===== src/rtl/kgp_pkg.sv =====
// Shared constants and debug-port state encoding for the KGP-RISC register file.
package kgp_pkg;

  localparam int DATA_W = 32;
  localparam int ADDR_W = 5;

  localparam logic [4:0] REG_ZERO = 5'd0;
  localparam logic [4:0] REG_RA   = 5'd31;

  typedef enum logic [1:0] {
    DBG_IDLE    = 2'd0,
    DBG_CAPTURE = 2'd1,
    DBG_DONE    = 2'd2
  } dbg_state_t;

endpackage


===== src/rtl/kgp_regfile_dbg.sv =====
// Four-phase debug read port: latches the request address, captures the
// bypassed register value and holds it under dbg_ack until the request drops.
//
//   state    | meaning
//   ---------+------------------------------------------------------------
//   IDLE     | waiting; accepts a request only after seeing req low here
//   CAPTURE  | latched address is presented to the array, data sampled next
//   DONE     | ack and data held until the requester drops req
module kgp_regfile_dbg #(
  parameter int DATA_W = 32,
  parameter int ADDR_W = 5
) (
  input  logic              clk,
  input  logic              rst_n,
  input  logic              req,
  input  logic [ADDR_W-1:0] addr,
  input  logic [DATA_W-1:0] rd_val,
  output logic [ADDR_W-1:0] sel_addr,
  output logic              ack,
  output logic [DATA_W-1:0] data
);
  import kgp_pkg::*;

  dbg_state_t state;
  logic       armed;

  always_ff @(posedge clk or negedge rst_n) begin
    if (!rst_n) begin
      state    <= DBG_IDLE;
      armed    <= 1'b1;
      sel_addr <= '0;
      ack      <= 1'b0;
      data     <= '0;
    end else begin
      case (state)
        DBG_IDLE: begin
          if (!req) begin
            armed <= 1'b1;
          end else if (armed) begin
            sel_addr <= addr;
            state    <= DBG_CAPTURE;
          end
        end
        DBG_CAPTURE: begin
          data  <= rd_val;
          ack   <= 1'b1;
          state <= DBG_DONE;
        end
        DBG_DONE: begin
          // Disarm so a request left high across re-entry is not taken twice.
          if (!req) begin
            ack   <= 1'b0;
            armed <= 1'b0;
            state <= DBG_IDLE;
          end
        end
        default: state <= DBG_IDLE;
      endcase
    end
  end

endmodule


===== src/rtl/kgp_regfile.sv =====
// KGP-RISC general-purpose register file: 32 x 32 storage, two write-through
// read ports, one write port, a debug read port and a committed-write counter.
module kgp_regfile #(
  parameter int DATA_W = 32,
  parameter int ADDR_W = 5,
  parameter int CNT_W  = 16
) (
  input  logic              clk,
  input  logic              rst_n,
  input  logic [ADDR_W-1:0] rs_addr,
  input  logic [ADDR_W-1:0] rt_addr,
  output logic [DATA_W-1:0] rs_data,
  output logic [DATA_W-1:0] rt_data,
  input  logic              we,
  input  logic [ADDR_W-1:0] wr_addr,
  input  logic [DATA_W-1:0] wr_data,
  input  logic              dbg_req,
  input  logic [ADDR_W-1:0] dbg_addr,
  output logic              dbg_ack,
  output logic [DATA_W-1:0] dbg_data,
  output logic [CNT_W-1:0]  wr_count
);
  import kgp_pkg::*;

  localparam int NREGS = 2 ** ADDR_W;
  localparam logic [ADDR_W-1:0] ZERO_A = ADDR_W'(REG_ZERO);

  logic [DATA_W-1:0] regs [NREGS];
  logic [CNT_W-1:0]  wr_cnt;
  logic              wr_hit;
  logic [ADDR_W-1:0] dbg_sel;
  logic [DATA_W-1:0] dbg_val;

  assign wr_hit = we && (wr_addr != ZERO_A);

  // Write-through: a same-cycle write to the addressed register wins over storage.
  assign rs_data = (wr_hit && wr_addr == rs_addr) ? wr_data :
                   (rs_addr == ZERO_A) ? '0 : regs[rs_addr];
  assign rt_data = (wr_hit && wr_addr == rt_addr) ? wr_data :
                   (rt_addr == ZERO_A) ? '0 : regs[rt_addr];
  assign dbg_val = (wr_hit && wr_addr == dbg_sel) ? wr_data :
                   (dbg_sel == ZERO_A) ? '0 : regs[dbg_sel];

  assign wr_count = wr_cnt;

  always_ff @(posedge clk or negedge rst_n) begin
    if (!rst_n) begin
      for (int i = 0; i < NREGS; i++) begin
        regs[i] <= '0;
      end
      wr_cnt <= '0;
    end else if (wr_hit) begin
      regs[wr_addr] <= wr_data;
      if (wr_cnt != '1) begin
        wr_cnt <= wr_cnt + CNT_W'(1);
      end
    end
  end

  kgp_regfile_dbg #(
    .DATA_W (DATA_W),
    .ADDR_W (ADDR_W)
  ) u_dbg (
    .clk      (clk),
    .rst_n    (rst_n),
    .req      (dbg_req),
    .addr     (dbg_addr),
    .rd_val   (dbg_val),
    .sel_addr (dbg_sel),
    .ack      (dbg_ack),
    .data     (dbg_data)
  );

endmodule

===== config.mk =====
export PLATFORM = sky130hd
export DESIGN_NAME = kgp_regfile
export DESIGN_NICKNAME = d
export VERILOG_FILES = /design/src/rtl/kgp_pkg.sv /design/src/rtl/kgp_regfile_dbg.sv /design/src/rtl/kgp_regfile.sv
export SDC_FILE = /design/constraint.sdc
export NUM_CORES = 2
export LEC_CHECK = 0
export CAP_MARGIN = 20
export CORE_MARGIN = 5
export CORE_UTILIZATION = 49
export DETAILED_ROUTE_END_ITERATION = 6
export HOLD_SLACK_MARGIN = 0.12
export PLACE_DENSITY_LB_ADDON = 0.2
export SLEW_MARGIN = 30
export SYNTH_ARGS = -nofsm -noshare
export SYNTH_HDL_FRONTEND = slang
export SYNTH_HIERARCHICAL = 1
export SYNTH_SLANG_ARGS = --single-unit
export TNS_END_PERCENT = 1

===== constraint.sdc =====
create_clock -name clk -period 2.7 [get_ports clk]
set_input_delay 0.54 -clock clk [delete_from_list [all_inputs] [get_ports clk]]
set_output_delay 0.54 -clock clk [all_outputs]
set_load 0.005 [all_outputs]

Yosys cells after proc, flatten, opt, wreduce, memory -nomap -nowiden
Cells that the tools add are included.
{"block": "totals", "regBits": 1081, "output_inout_bits": 113, "elab_cells": 101}
{"block": "op_classes", "addsub": 1, "order_cmp": 5, "eq_ne": 10, "muxes": 26, "bitwise": 4, "n_reduce_logical": 17}
{"operator": "$bwmux 1024", "n": 1}
{"operator": "$bmux 32 s5", "n": 3}
{"operator": "$mux 32", "n": 13}
{"operator": "$demux 32 s5", "n": 1}
{"operator": "$ge 6x6->1 const B", "n": 4}
{"operator": "$not 5->6", "n": 4}
{"operator": "$add 16x1->16 const B", "n": 1}
{"operator": "$ne 16x16->1 const B", "n": 1}
{"operator": "$eq 5x5->1", "n": 3}
{"operator": "$logic_not 5->1", "n": 3}
{"operator": "$reduce_and 3->1", "n": 3}
{"operator": "$lt 6x1->1 const B", "n": 1}
{"operator": "$mux 2", "n": 3}
{"operator": "$ne 2x2->1 const B", "n": 3}
{"operator": "$pmux 2 s3", "n": 1}
{"operator": "$logic_and 1x1->1", "n": 5}
{"operator": "$reduce_bool 5->1", "n": 1}
{"operator": "$pmux 1 s2", "n": 2}
{"operator": "$reduce_and 2->1", "n": 2}
{"operator": "$reduce_bool 2->1", "n": 2}
{"operator": "$eq 2x1->1 const B", "n": 1}
{"operator": "$eq 2x2->1 const B", "n": 1}
{"operator": "$logic_not 2->1", "n": 1}
{"operator": "$mux 1", "n": 2}
{"operator": "$ne 2x1->1 const B", "n": 1}

Longest topological paths before layout
{"block": "depth", "word_depth": 6, "ltp_mapped": 10}

Modules after synthesis
The synthesis kept the hierarchy.
{"module": "kgp_regfile", "instances": 1, "cells_each": 4803, "area_per_inst_um2": 64180.3, "seq_area_each_um2": 26025.0}
{"module": "kgp_regfile_dbg", "instances": 1, "cells_each": 94, "area_per_inst_um2": 1675.4, "seq_area_each_um2": 1027.2}

Least setup slack after synthesis
OpenSTA, ideal clock, no wires.
{"block": "synth_path", "kind": "input port to output port", "from": "in rt_addr[0]", "to": "out rt_data[19]", "arrival_ns": 2.197, "t_required_ns": 2.160, "path_slack_ns": -0.037, "cell_stages": 7, "path_cell_list": "buf_2 > buf_2 > buf_2 > mux4_2 > mux2i_1 > o211ai_1 > a32o_1"}
{"block": "synth_via", "elab_chain_cells": 6, "elab_cells_between_ends": 9, "classes_between": "eq/ne: 1; mux: 5; bitwise: 1; reduce/logical: 2"}
{"element": "start, declared", "line_no": "kgp_regfile.sv:11", "source": "input logic [ADDR_W-1:0] rt_addr,"}
{"element": "$not 5->6 (not written as such)", "line_no": "kgp_regfile.sv:40", "source": "(rt_addr == ZERO_A) ? '0 : regs[rt_addr];"}
{"element": "$bmux 32 s5", "line_no": "kgp_regfile.sv:40"}
{"element": "$mux 32 (not written as such) (2 in series)", "line_no": "kgp_regfile.sv:40"}
{"element": "$mux 32", "line_no": "kgp_regfile.sv:40"}
{"element": "$mux 32 (*)", "line_no": "kgp_regfile.sv:39", "source": "assign rt_data = (wr_hit && wr_addr == rt_addr) ? wr_data :"}
{"element": "end, declared", "line_no": "kgp_regfile.sv:13", "source": "output logic [DATA_W-1:0] rt_data,"}
Every way passes the cells marked *; elsewhere a longest branch is shown, timed or not. The select of a mux whose other input is x is not followed.

Worst setup path in the final report
{"block": "layout_path", "from": "reg regs[713] (netlist name)", "to": "out rs_data[9]"}
{"block": "layout_via", "elab_chain_cells": 5}
{"element": "start, declared", "line_no": "kgp_regfile.sv:28", "source": "logic [DATA_W-1:0] regs [NREGS];"}
{"element": "start signal, assigned by index", "line_no": "kgp_regfile.sv:53", "source": "regs[wr_addr] <= wr_data;"}
{"element": "$bmux 32 s5", "line_no": "kgp_regfile.sv:38", "source": "(rs_addr == ZERO_A) ? '0 : regs[rs_addr];"}
{"element": "$mux 32 (not written as such) (2 in series)", "line_no": "kgp_regfile.sv:38"}
{"element": "$mux 32", "line_no": "kgp_regfile.sv:38"}
{"element": "$mux 32", "line_no": "kgp_regfile.sv:37", "source": "assign rs_data = (wr_hit && wr_addr == rs_addr) ? wr_data :"}
{"element": "end, declared", "line_no": "kgp_regfile.sv:12", "source": "output logic [DATA_W-1:0] rs_data,"}
Every way passes these cells. The select of a mux whose other input is x is not followed.

==> tab_implementation.tex <==
\begin{tabular}{lr}
\hline
Metric & Value \\
\hline
\multicolumn{2}{l}{\textbf{Yosys}} \\
Fraction of the mapped netlist area in compound gates & 6.11\% \\
Synth async-reset ratio & 100\% \\
Post-synthesis instance area & 65900 um2 \\
Syn nets & 4954 \\
Average instance area after synthesis & 13.4 um2 \\
Combinational family with the most area after synthesis & multiplexers \\
Most frequent cells after synthesis & sky130\_fd\_sc\_hd\_\_dfrtp\_1, sky130\_fd\_sc\_hd\_\_mux2\_2, sky130\_fd\_sc\_hd\_\_mux4\_2 \\
Number of warnings reported in the yosys synthesis log & 6 \\
Synth unique cells & 53 \\
Xor/xnor share of the synthesized area & 0.386\% \\
Fraction of synthesized cell area taken by the top area cell type & 41.0\% \\
Multiplexer fraction of the synthesized cell area & 45.1\% \\
Leading cell types by total area after synthesis & sky130\_fd\_sc\_hd\_\_dfrtp\_1, sky130\_fd\_sc\_hd\_\_mux2\_2, sky130\_fd\_sc\_hd\_\_mux4\_2, sky130\_fd\_sc\_hd\_\_mux2i\_1, sky130\_fd\_sc\_hd\_\_buf\_2 \\
Count of mapped cells out of synthesis & 4897 \\
Adder and majority gate portion of the synthesized area & 0.0190\% \\
Count of flip-flops with a built-in enable after synthesis & 0 \\
Share of the yosys chip area belonging to registers & 41.1\% \\
Post-synthesis cell type with the largest combined area & sky130\_fd\_sc\_hd\_\_dfrtp\_1 \\
Area fraction in and, or, nand and nor cells after synthesis & 3.56\% \\
Predominant post-synthesis flop cell & sky130\_fd\_sc\_hd\_\_dfrtp\_1 \\
Top-count cell post-synth & sky130\_fd\_sc\_hd\_\_dfrtp\_1 \\
Number of synthesized register bits & 1081 \\
\multicolumn{2}{l}{\textbf{Power}} \\
Clock power frac & 25.0\% \\
Flop pwr share & 32.3\% \\
Share of total power in combinational logic & 42.7\% \\
Net Sw Frac & 35.8\% \\
Total power divided by cell area & 842 nW/um2 \\
Design Power & 70.6 mW \\
Internal portion of total power & 45.3 mW \\
Worst-case vdd ir drop & 0.000682 V \\
Reported leakage power & 37.3 nW \\
Psw & 25.3 mW \\
\multicolumn{2}{l}{\textbf{Hold path}} \\
Hold crit path type & input pin to async pin \\
\multicolumn{2}{l}{\textbf{GRT}} \\
Overall track demand over capacity in global routing & 38.6\% \\
Maximum number of pins on one net before global-route repair & 102 \\
Global-route wire length before repair & 396000 um \\
Overall overflow remaining after global route & 0 \\
Number of antenna violations at the first check in global routing & 13 \\
Vias in the first global route & 53796 \\
\multicolumn{2}{l}{\textbf{Worst setup path}} \\
Worst EP arrival & 2.81 ns \\
Crit path required time & 2.16 ns \\
Kind of end point of the critical path & output port \\
Kind of start point of the critical path & flop \\
Worst setup path class & flop to output port \\
Top fanout value on the critical path & 3 \\
\multicolumn{2}{l}{\textbf{Die}} \\
Overall die area & 142000 um2 \\
Die width & 377 um \\
Total number of placement rows & 134 \\
Initial Utilization & 49.3\% \\
Floorplan die height & 377 um \\
Core area & 133000 um2 \\
Num ports & 169 \\
\multicolumn{2}{l}{\textbf{Timing}} \\
Hold Fails Final Rpt & 0 \\
Max transition margin & 56.3\% \\
Final period util & 124\% \\
Clock tree skew after final layout & 0.0243 ns \\
FMAX & 299 MHz \\
\# setup viols final & 69 \\
Worst Hold Margin & 0.277 ns \\
Fin crit period & 3.35 ns \\
Final Slew Violations & 0 \\
Tightest Pin Transition & 0.652 ns \\
Final setup slack of the worst path & -0.647 ns \\
Sum of negative setup slack & -29.93 ns \\
RSZ-0062 raised after global routing & true \\
\multicolumn{2}{l}{\textbf{Clock network}} \\
Clock net sink count & 1081 \\
Root cell of the clock tree & sky130\_fd\_sc\_hd\_\_clkbuf\_16 \\
Clock slew seen by the registers of the worst setup and hold paths & 0.06 ns \\
CTS tree & built \\
Inserted Clock Buffers & 131 \\
Max H-tree Level & 4 \\
Worst-skew pair later-pin latency & 0.78 ns \\
Clock Path Buffers & 3 \\
\multicolumn{2}{l}{\textbf{Detailed routing}} \\
Detailed-route via count & 53767 \\
Sum of met2 wire segment lengths after detailed routing & 118000 um \\
Wire length reported by the detailed router & 277000 um \\
Length of routed wiring on met1 & 103000 um \\
1st-iter DRT viols & 7389 \\
Detailed Routing Iterations Pass 1 & 7 \\
Wire length on met3 & 36400 um \\
Top layer reached by signal wires & met5 \\
Per-cell via count in the routed design & 7.10 \\
Final ANT Viol Nets & 0 \\
Number of remaining DRC errors & 2 \\
DR WL/cell & 36.6 um \\
\multicolumn{2}{l}{\textbf{Status}} \\
Status & finished, violations left \\
Violations in the final reports & design-rule violations, negative setup slack \\
\multicolumn{2}{l}{\textbf{Run}} \\
Max-cap violations & 0 \\
\multicolumn{2}{l}{\textbf{Layout}} \\
Fraction of final layout cells with drive strength greater than 1 & 54.8\% \\
Final core utilization & 62.8\% \\
Layout Cells excl Fill & 7573 \\
Synthesis-to-layout area growth & 27.3\% \\
Number of nets at the end of the flow & 5757 \\
Total of fill cells in the finished design & 10165 \\
\multicolumn{2}{l}{\textbf{Placement}} \\
Final Wtd Congestion & 0.976 \\
Number of buffers added on ports & 168 \\
Number of cells after detailed placement & 7254 \\
Half-perimeter wire length after detailed placement & 188000 um \\
\hline
\end{tabular}
==> cell usage in the layout, fill, tap and decap left out, types with 9 or more instances in the layout <==
| cell | instances |
|---|---|
| sky130_fd_sc_hd__a21oi_1 | 95 |
| sky130_fd_sc_hd__a221oi_1 | 25 |
| sky130_fd_sc_hd__a221oi_2 | 12 |
| sky130_fd_sc_hd__a22o_1 | 40 |
| sky130_fd_sc_hd__a22oi_1 | 77 |
| sky130_fd_sc_hd__a32o_1 | 32 |
| sky130_fd_sc_hd__a32o_2 | 44 |
| sky130_fd_sc_hd__buf_12 | 244 |
| sky130_fd_sc_hd__buf_2 | 20 |
| sky130_fd_sc_hd__buf_4 | 777 |
| sky130_fd_sc_hd__buf_6 | 50 |
| sky130_fd_sc_hd__clkbuf_1 | 23 |
| sky130_fd_sc_hd__clkbuf_16 | 136 |
| sky130_fd_sc_hd__clkbuf_2 | 9 |
| sky130_fd_sc_hd__clkbuf_8 | 24 |
| sky130_fd_sc_hd__clkdlybuf4s15_1 | 12 |
| sky130_fd_sc_hd__clkdlybuf4s50_1 | 88 |
| sky130_fd_sc_hd__clkinv_2 | 31 |
| sky130_fd_sc_hd__dfrtp_1 | 1075 |
| sky130_fd_sc_hd__dlygate4sd2_1 | 13 |
| sky130_fd_sc_hd__mux2_2 | 1039 |
| sky130_fd_sc_hd__mux2_4 | 59 |
| sky130_fd_sc_hd__mux2i_1 | 505 |
| sky130_fd_sc_hd__mux4_2 | 534 |
| sky130_fd_sc_hd__nand2_1 | 163 |
| sky130_fd_sc_hd__nand2_2 | 32 |
| sky130_fd_sc_hd__nand3_1 | 107 |
| sky130_fd_sc_hd__nand3_2 | 19 |
| sky130_fd_sc_hd__nand3b_1 | 11 |
| sky130_fd_sc_hd__nand4_1 | 31 |
| sky130_fd_sc_hd__nor2_1 | 75 |
| sky130_fd_sc_hd__nor2_4 | 21 |
| sky130_fd_sc_hd__o211ai_1 | 41 |
| sky130_fd_sc_hd__o22ai_1 | 127 |
| sky130_fd_sc_hd__o22ai_2 | 18 |
| sky130_fd_sc_hd__xnor2_1 | 18 |
==> cells by family after synthesis <==
kind of cell | Yosys count
compound gates | 558
xor+xnor | 29
fa+ha+maj | 1
buf+inv | 562
flops | 1081
mux | 2150
simple gates | 516
==> state kept, by name, summed over array words and instances (netlist names) <==
register,flops
u_dbg/data,32
u_dbg/ack,1
u_dbg/sel_addr,5
u_dbg/state,2
regs,1024
wr_count,16
u_dbg/armed,1
==> metal layers <==
metal  GRT usage [%]  up-vias
li1                -    20766
met1            51.1    27885
met2            55.6     4140
met3            13.6      972
met4            21.2        4
met5               0        -
==> worst paths after layout <==
check | from | end | slack [ns] | cells past startpoint
worst min-delay path | rst_n | u_dbg/sel_addr[0] | 0.28 | 2
worst min register to register | regs[1010] | regs[1010] | 0.41 | 0
worst max register to register | u_dbg/sel_addr[0] | u_dbg/data[31] | -0.06 | 8
max in group asynchronous | rst_n | regs[647] | 1.35 | 4
worst max-delay path | regs[713] | rs_data[9] | -0.65 | 7
min in group clk | dbg_addr[1] | u_dbg/sel_addr[1] | 0.38 | 2
==> metrics by stage <==
stage	cell area, um2	worst slack [ns]
2_1_floorplan	65900	-0.0292
3_3_place_gp	77900	-1.50
3_5_place_dp	77900	-1.52
4_1_cts	83600	-0.647
5_1_grt	83800	-0.671
6_report	83900	-0.647
==> power groups by stage <==
stage | sequential (mW) | combinational [mW] | clock [mW]
floorplan | 21.8 | 16.9 | 0
global placement | 22.7 | 28.3 | 0
detailed placement | 22.9 | 28.6 | 0
CTS | 22.6 | 29.3 | 17.8
global route | 23.1 | 31.3 | 18.4
finish | 22.8 | 30.2 | 17.6
==> cell type report <==
cell class / count / area, um2 / area share, %
Timing Repair Buffer: 1228 / 12800 / 15.3
Multi-Input combinational cell: 3254 / 37500 / 44.7
Antenna cell: 7 / 17.5 / 0.0209
Sequential cell: 1081 / 27100 / 32.3
Clock inverter: 49 / 408 / 0.486
Clock buffer: 182 / 3810 / 4.54
Tap cell: 1768 / 2210 / 2.64
Inverter: 4 / 15.0 / 0.0179
==> what timing repair did <==
item                                    in CTS  in global routing
resized for setup                          426                 75
pin swaps                                   81                 27
gates cloned                                 1                  0
endpoints found under the hold margin      335                  0
setup buffers                               79                  4
hold buffers                                 1                  0
endpoints found under the setup margin      69                 85
==> worst max-delay path: stages (launching register included) <==
cell and delay [ns]:
sky130_fd_sc_hd__dfrtp_1 0.40, sky130_fd_sc_hd__buf_4 0.16, sky130_fd_sc_hd__mux4_2 0.45, sky130_fd_sc_hd__mux2_4 0.29, sky130_fd_sc_hd__a221oi_2 0.24, sky130_fd_sc_hd__buf_4 0.16, sky130_fd_sc_hd__o21ai_4 0.13, sky130_fd_sc_hd__buf_2 0.18
No activity file was read; power rests on OpenSTA's default activity.
